<file path="src/rtl/dmem_arbiter.sv">
// Two-port req/ack arbiter for the 1Kx32 big-endian data memory.
// It runs one word access at a time as IDLE -> ACCESS -> DONE, three cycles per access.
module dmem_arbiter #(
   parameter int unsigned MEM_BYTES  = 4096,
   parameter bit          FIXED_PRIO = 1'b0
) (
   input  logic        clk,
   input  logic        reset_n,
   input  logic        p0_req,
   input  logic        p0_wr,
   input  logic [31:0] p0_addr,
   input  logic [31:0] p0_wdata,
   output logic [31:0] p0_rdata,
   output logic        p0_ack,
   output logic        p0_err,
   input  logic        p1_req,
   input  logic        p1_wr,
   input  logic [31:0] p1_addr,
   input  logic [31:0] p1_wdata,
   output logic [31:0] p1_rdata,
   output logic        p1_ack,
   output logic        p1_err,
   output logic        busy,
   output logic        dm_cs,
   output logic        dm_rd,
   output logic        dm_wr,
   output logic [31:0] addr,
   output logic [31:0] D_in,
   input  logic [31:0] D_out_mem
);

   typedef enum logic [1:0] {IDLE, ACCESS, DONE} state_e;

   localparam logic [31:0] LAST_WORD = 32'(MEM_BYTES - 4);

   state_e      state_q;
   logic        grant_q, last_grant_q, wr_q;
   logic [31:0] addr_q, wdata_q, rdata0_q, rdata1_q;
   logic        ack0_q, ack1_q, err0_q, err1_q;
   logic        cs_q, rd_q, we_q;

   logic        pick1, sel_wr, sel_legal;
   logic [31:0] sel_addr, sel_wdata;

   // On a tie, round-robin favours the port that did not win last time.
   always_comb begin
      if (p0_req && p1_req) pick1 = FIXED_PRIO ? 1'b0 : ~last_grant_q;
      else                  pick1 = p1_req;
      sel_wr    = pick1 ? p1_wr    : p0_wr;
      sel_addr  = pick1 ? p1_addr  : p0_addr;
      sel_wdata = pick1 ? p1_wdata : p0_wdata;
      sel_legal = (sel_addr[1:0] == 2'b00) && (sel_addr <= LAST_WORD);
   end

   always_ff @(posedge clk or negedge reset_n) begin
      if (!reset_n) begin
         state_q      <= IDLE;
         grant_q      <= 1'b0;
         last_grant_q <= 1'b1;
         wr_q         <= 1'b0;
         addr_q       <= '0;
         wdata_q      <= '0;
         rdata0_q     <= '0;
         rdata1_q     <= '0;
         ack0_q       <= 1'b0;
         ack1_q       <= 1'b0;
         err0_q       <= 1'b0;
         err1_q       <= 1'b0;
         cs_q         <= 1'b0;
         rd_q         <= 1'b0;
         we_q         <= 1'b0;
      end else begin
         ack0_q <= 1'b0;
         ack1_q <= 1'b0;
         err0_q <= 1'b0;
         err1_q <= 1'b0;
         case (state_q)
            IDLE: begin
               if (p0_req || p1_req) begin
                  grant_q      <= pick1;
                  last_grant_q <= pick1;
                  wr_q         <= sel_wr;
                  addr_q       <= sel_addr;
                  wdata_q      <= sel_wdata;
                  if (sel_legal) begin
                     state_q <= ACCESS;
                     cs_q    <= 1'b1;
                     rd_q    <= ~sel_wr;
                     we_q    <= sel_wr;
                  end else begin
                     // Illegal address: go straight to the error ack with no memory strobe.
                     state_q <= DONE;
                     ack0_q  <= ~pick1;
                     ack1_q  <= pick1;
                     err0_q  <= ~pick1;
                     err1_q  <= pick1;
                  end
               end
            end
            ACCESS: begin
               state_q <= DONE;
               cs_q    <= 1'b0;
               rd_q    <= 1'b0;
               we_q    <= 1'b0;
               ack0_q  <= ~grant_q;
               ack1_q  <= grant_q;
               if (!wr_q) begin
                  if (grant_q) rdata1_q <= D_out_mem;
                  else         rdata0_q <= D_out_mem;
               end
            end
            DONE:    state_q <= IDLE;
            default: state_q <= IDLE;
         endcase
      end
   end

   assign busy     = (state_q != IDLE);
   assign dm_cs    = cs_q;
   assign dm_rd    = rd_q;
   assign dm_wr    = we_q;
   assign addr     = addr_q;
   assign D_in     = wdata_q;
   assign p0_rdata = rdata0_q;
   assign p1_rdata = rdata1_q;
   assign p0_ack   = ack0_q;
   assign p1_ack   = ack1_q;
   assign p0_err   = err0_q;
   assign p1_err   = err1_q;

endmodule

</file>
<file path="config.mk">
export PLATFORM = sky130hd
export DESIGN_NAME = dmem_arbiter
export DESIGN_NICKNAME = d
export VERILOG_FILES = /design/src/rtl/dmem_arbiter.sv
export SDC_FILE = /design/constraint.sdc
export NUM_CORES = 1
export LEC_CHECK = 0
export BUFFER_PORTS_ARGS = -buffer_cell sky130_fd_sc_hd__buf_2
export CORE_MARGIN = 2
export CORE_UTILIZATION = 45
export DETAILED_ROUTE_END_ITERATION = 10
export PLACE_DENSITY = 0.87
export REMOVE_ABC_BUFFERS = 1
export SETUP_SLACK_MARGIN = 0.15
export SYNTH_ARGS = -nofsm -noshare
export SYNTH_HDL_FRONTEND = slang
export SYNTH_SLANG_ARGS = --single-unit
</file>
<file path="constraint.sdc">
create_clock -name clk -period 2.25 [get_ports clk]
set_clock_uncertainty 0.15 [all_clocks]
set_input_delay 0.45 -clock clk [delete_from_list [all_inputs] [get_ports clk]]
set_output_delay 0.45 -clock clk [all_outputs]
set_load 0.05 [all_outputs]
</file>
==> impl_metrics.ini <==
[clock_network]
h-tree-depth = 4
clockBufferDepth = 2
cts_setup_buffers = 0
tritoncts = done
worstSkewPairLatency_ns = 0.40
numClockSinks = 140
clk_pin_slew_ns = 0.06
numCtsBuffers = 17
clockRootBuffer = clkbuf_16

[finish]
stdcell_count = 926
final_cell_mix = buf_2 (300), dfrtp_1 (139), mux2_2 (62)
layout.nets = 906
fin_area_mm2 = 0.00803
mostFrequentLayoutCell = buf_2
areaGrowthSynthToFinish_pct = 41.5
final_layout_size_suffix_gt1_share_pct = 55.4

[power_and_ir_drop]
ir_worst_vdd_v = 0.000824
p_switching_uw = 2670
leakage_uw = 0.00453
clock_power_share_pct = 34.3
intPower_uw = 4860
p_sw_share_pct = 35.5
p_per_area_mw_per_mm2 = 938
combinationalPowerShare_pct = 26.4
seqPwrFrac_pct = 39.3

[placed_design]
place_congestion = 0.889
hpwl_um = 11600
placed_cells = 891
dpl_worst_slack_ns = 0.0463
placed_cell_area_mm2 = 0.00745
port_buffers = 301

[global_route]
grt_overflow = 0
grt_pass1_vias = 4724
grt_pass1_wl_um = 23900
grt_use_total_pct = 23.1
grt_max_degree = 93
antenna_found_initial = 1

[synthesis]
syn_area_per_cell_um2 = 13.0
ys_warn_count = 0
synth_top_family_by_area = multiplexers
synth_area_leader_cell = dfrtp_1
yosys.area_share.simple_pct = 5.27
ys_seq_area_share_pct = 61.8
synthAdderAreaFrac_pct = 0
synth-xor-area-share_pct = 0
synth_top_area_share_pct = 61.3
ys_ff_latch = 140
synth.area.mux_share_pct = 17.1
synth_area_mm2 = 0.00567
synth_area_leaders = dfrtp_1 (61%), mux2_2 (12%), a222oi_1 (7.4%)
postSynthCellCount = 436
ys_types = 28
synth_compound_area_share_pct = 10.4

[detailed_routing]
antenna_left = 0
drtPass1Iterations = 7
via_per_inst = 5.24
totalWireLength_um = 15800
wl_per_cell_um = 17.1
route.detailed.drc = 0
num_vias = 4851
drt_iter0_drc = 455

[timing]
rsz0062_at_grt = false
final_max_slew_viol_count = 0
fin_crit_ns = 1.95
worst_slack_ns = 0.295
fmax_ghz = 0.512
worst_slew_pin_slew_ns = 0.592
fin_setup_tns_ns = 0
hold_ws_ns = 0.103
setup_violations = 0
relSlewSlack_pct = 60.4
period_share_pct = 86.9
hold_viol_final = 0

[worst_setup_path]
critical_path.startpoint = state_q[1]
cp-start-kind = register
r2r_end = p0_rdata[9]
worstPathArrival_ns = 1.35
r2r_slack_ns = 0.38
reg2regPathDepth = 4
cp.required_ns = 1.65
reg2reg_from = state_q[1]
end_kind = output port
worstSetupPathType = reg2out
cp_max_fo = 3

[die]
std_cell_rows = 41
die_area_mm2 = 0.0135
die_h_um = 116
core_area_mm2 = 0.0125
initial_core_util_pct = 45.5
die_w_um = 116
io_pins = 302

[worst_hold_path]
min_from = p1_wdata[22]
hp-class = in2reg
worstHoldPathCells = 3
hold_end = D_in[22]

[job]
max_cap_violations = 0

[status]
status = complete, no violations
-- critical path, stage by stage (launching register included) --
cell and delay, ns:
dfrtp_1 0.39, nor2_2 0.22, inv_1 0.12, buf_2 0.23
-- registers in the layout, indices dropped and copies added (netlist names), 2 cells and up --
register  cells
D_in         32
p1_rdata     32
state_q       2
addr         32
p0_rdata     32
-- worst max path at each step --
stage                     endpoint  slack, ns  cells past startpoint
after floorplan           addr[10]      -4.94                      4
after global placement       dm_wr       0.11                      5
after detailed placement     dm_wr       0.05                      5
after CTS                 D_in[16]       0.16                      5
after global routing          busy       0.21                      3
final                         busy       0.30                      3
-- final cells by class --
type                    instances  area, µm²
flip-flops and latches        140       3500
clock inverters                14        119
clock buffers                  18        439
multi-input cells             223       1920
inverters                      46        173
fillers                       984       4440
repair buffers                312       1660
well taps                     172        215
diodes                          1       2.50
-- repair_timing --
action | in CTS | in global routing
pin swaps | 1 | 0
endpoints found under the hold margin | 41 | 0
hold buffers | 1 | 0
cloned | 1 | 0
gates resized for setup | 0 | 2
endpoints found under the setup margin | 26 | 22
-- cells in the mapped netlist, drive strengths merged --
library cell and count:
mux2i 25, nand4 2, o21ai 25, nand2b 1
mux2 64, clkbuf 13, a222oi 42, nand2 34
or4 1, a21boi 1, inv 46, dfrtp 139
nor4 10, o21bai 1, buf 15, nor2 7
dfstp 1, o22ai 1, a21oi 2, a21bo 1
nor3 5
-- per-stage QoR --
stage,utilization (%),total power [µW]
finish,64.4,7530
global route,64.4,7870
CTS,64.3,7600
detailed placement,59.7,4980
global placement,59.7,4940
floorplan,-,4330
-- cell families after synthesis --
logic type	after synthesis
AO/OA/AOI/OAI	73
multiplexers	89
flip-flops	140
AND/OR/NAND/NOR	60
buffers and inverters	74
-- layer usage --
layer	up-vias	share of wire [%]	GRT usage [%]	wire length (µm)
li1	2216	-	-	-
met1	2351	39	28.0	6180
met2	257	49	37.3	7700
met3	27	9.8	8.51	1550
met4	0	2.4	10.0	381
met5	-	0	0	0
-- power groups by stage --
stage,clock network [µW],logic (µW),registers (µW)
after detailed placement,0,1990,2990
after global routing,2770,2110,2990
after global placement,0,1950,2980
final,2590,1990,2960
after floorplan,0,432,3900
after CTS,2650,2000,2950
Note: power is estimated with default switching activity, not from simulation.
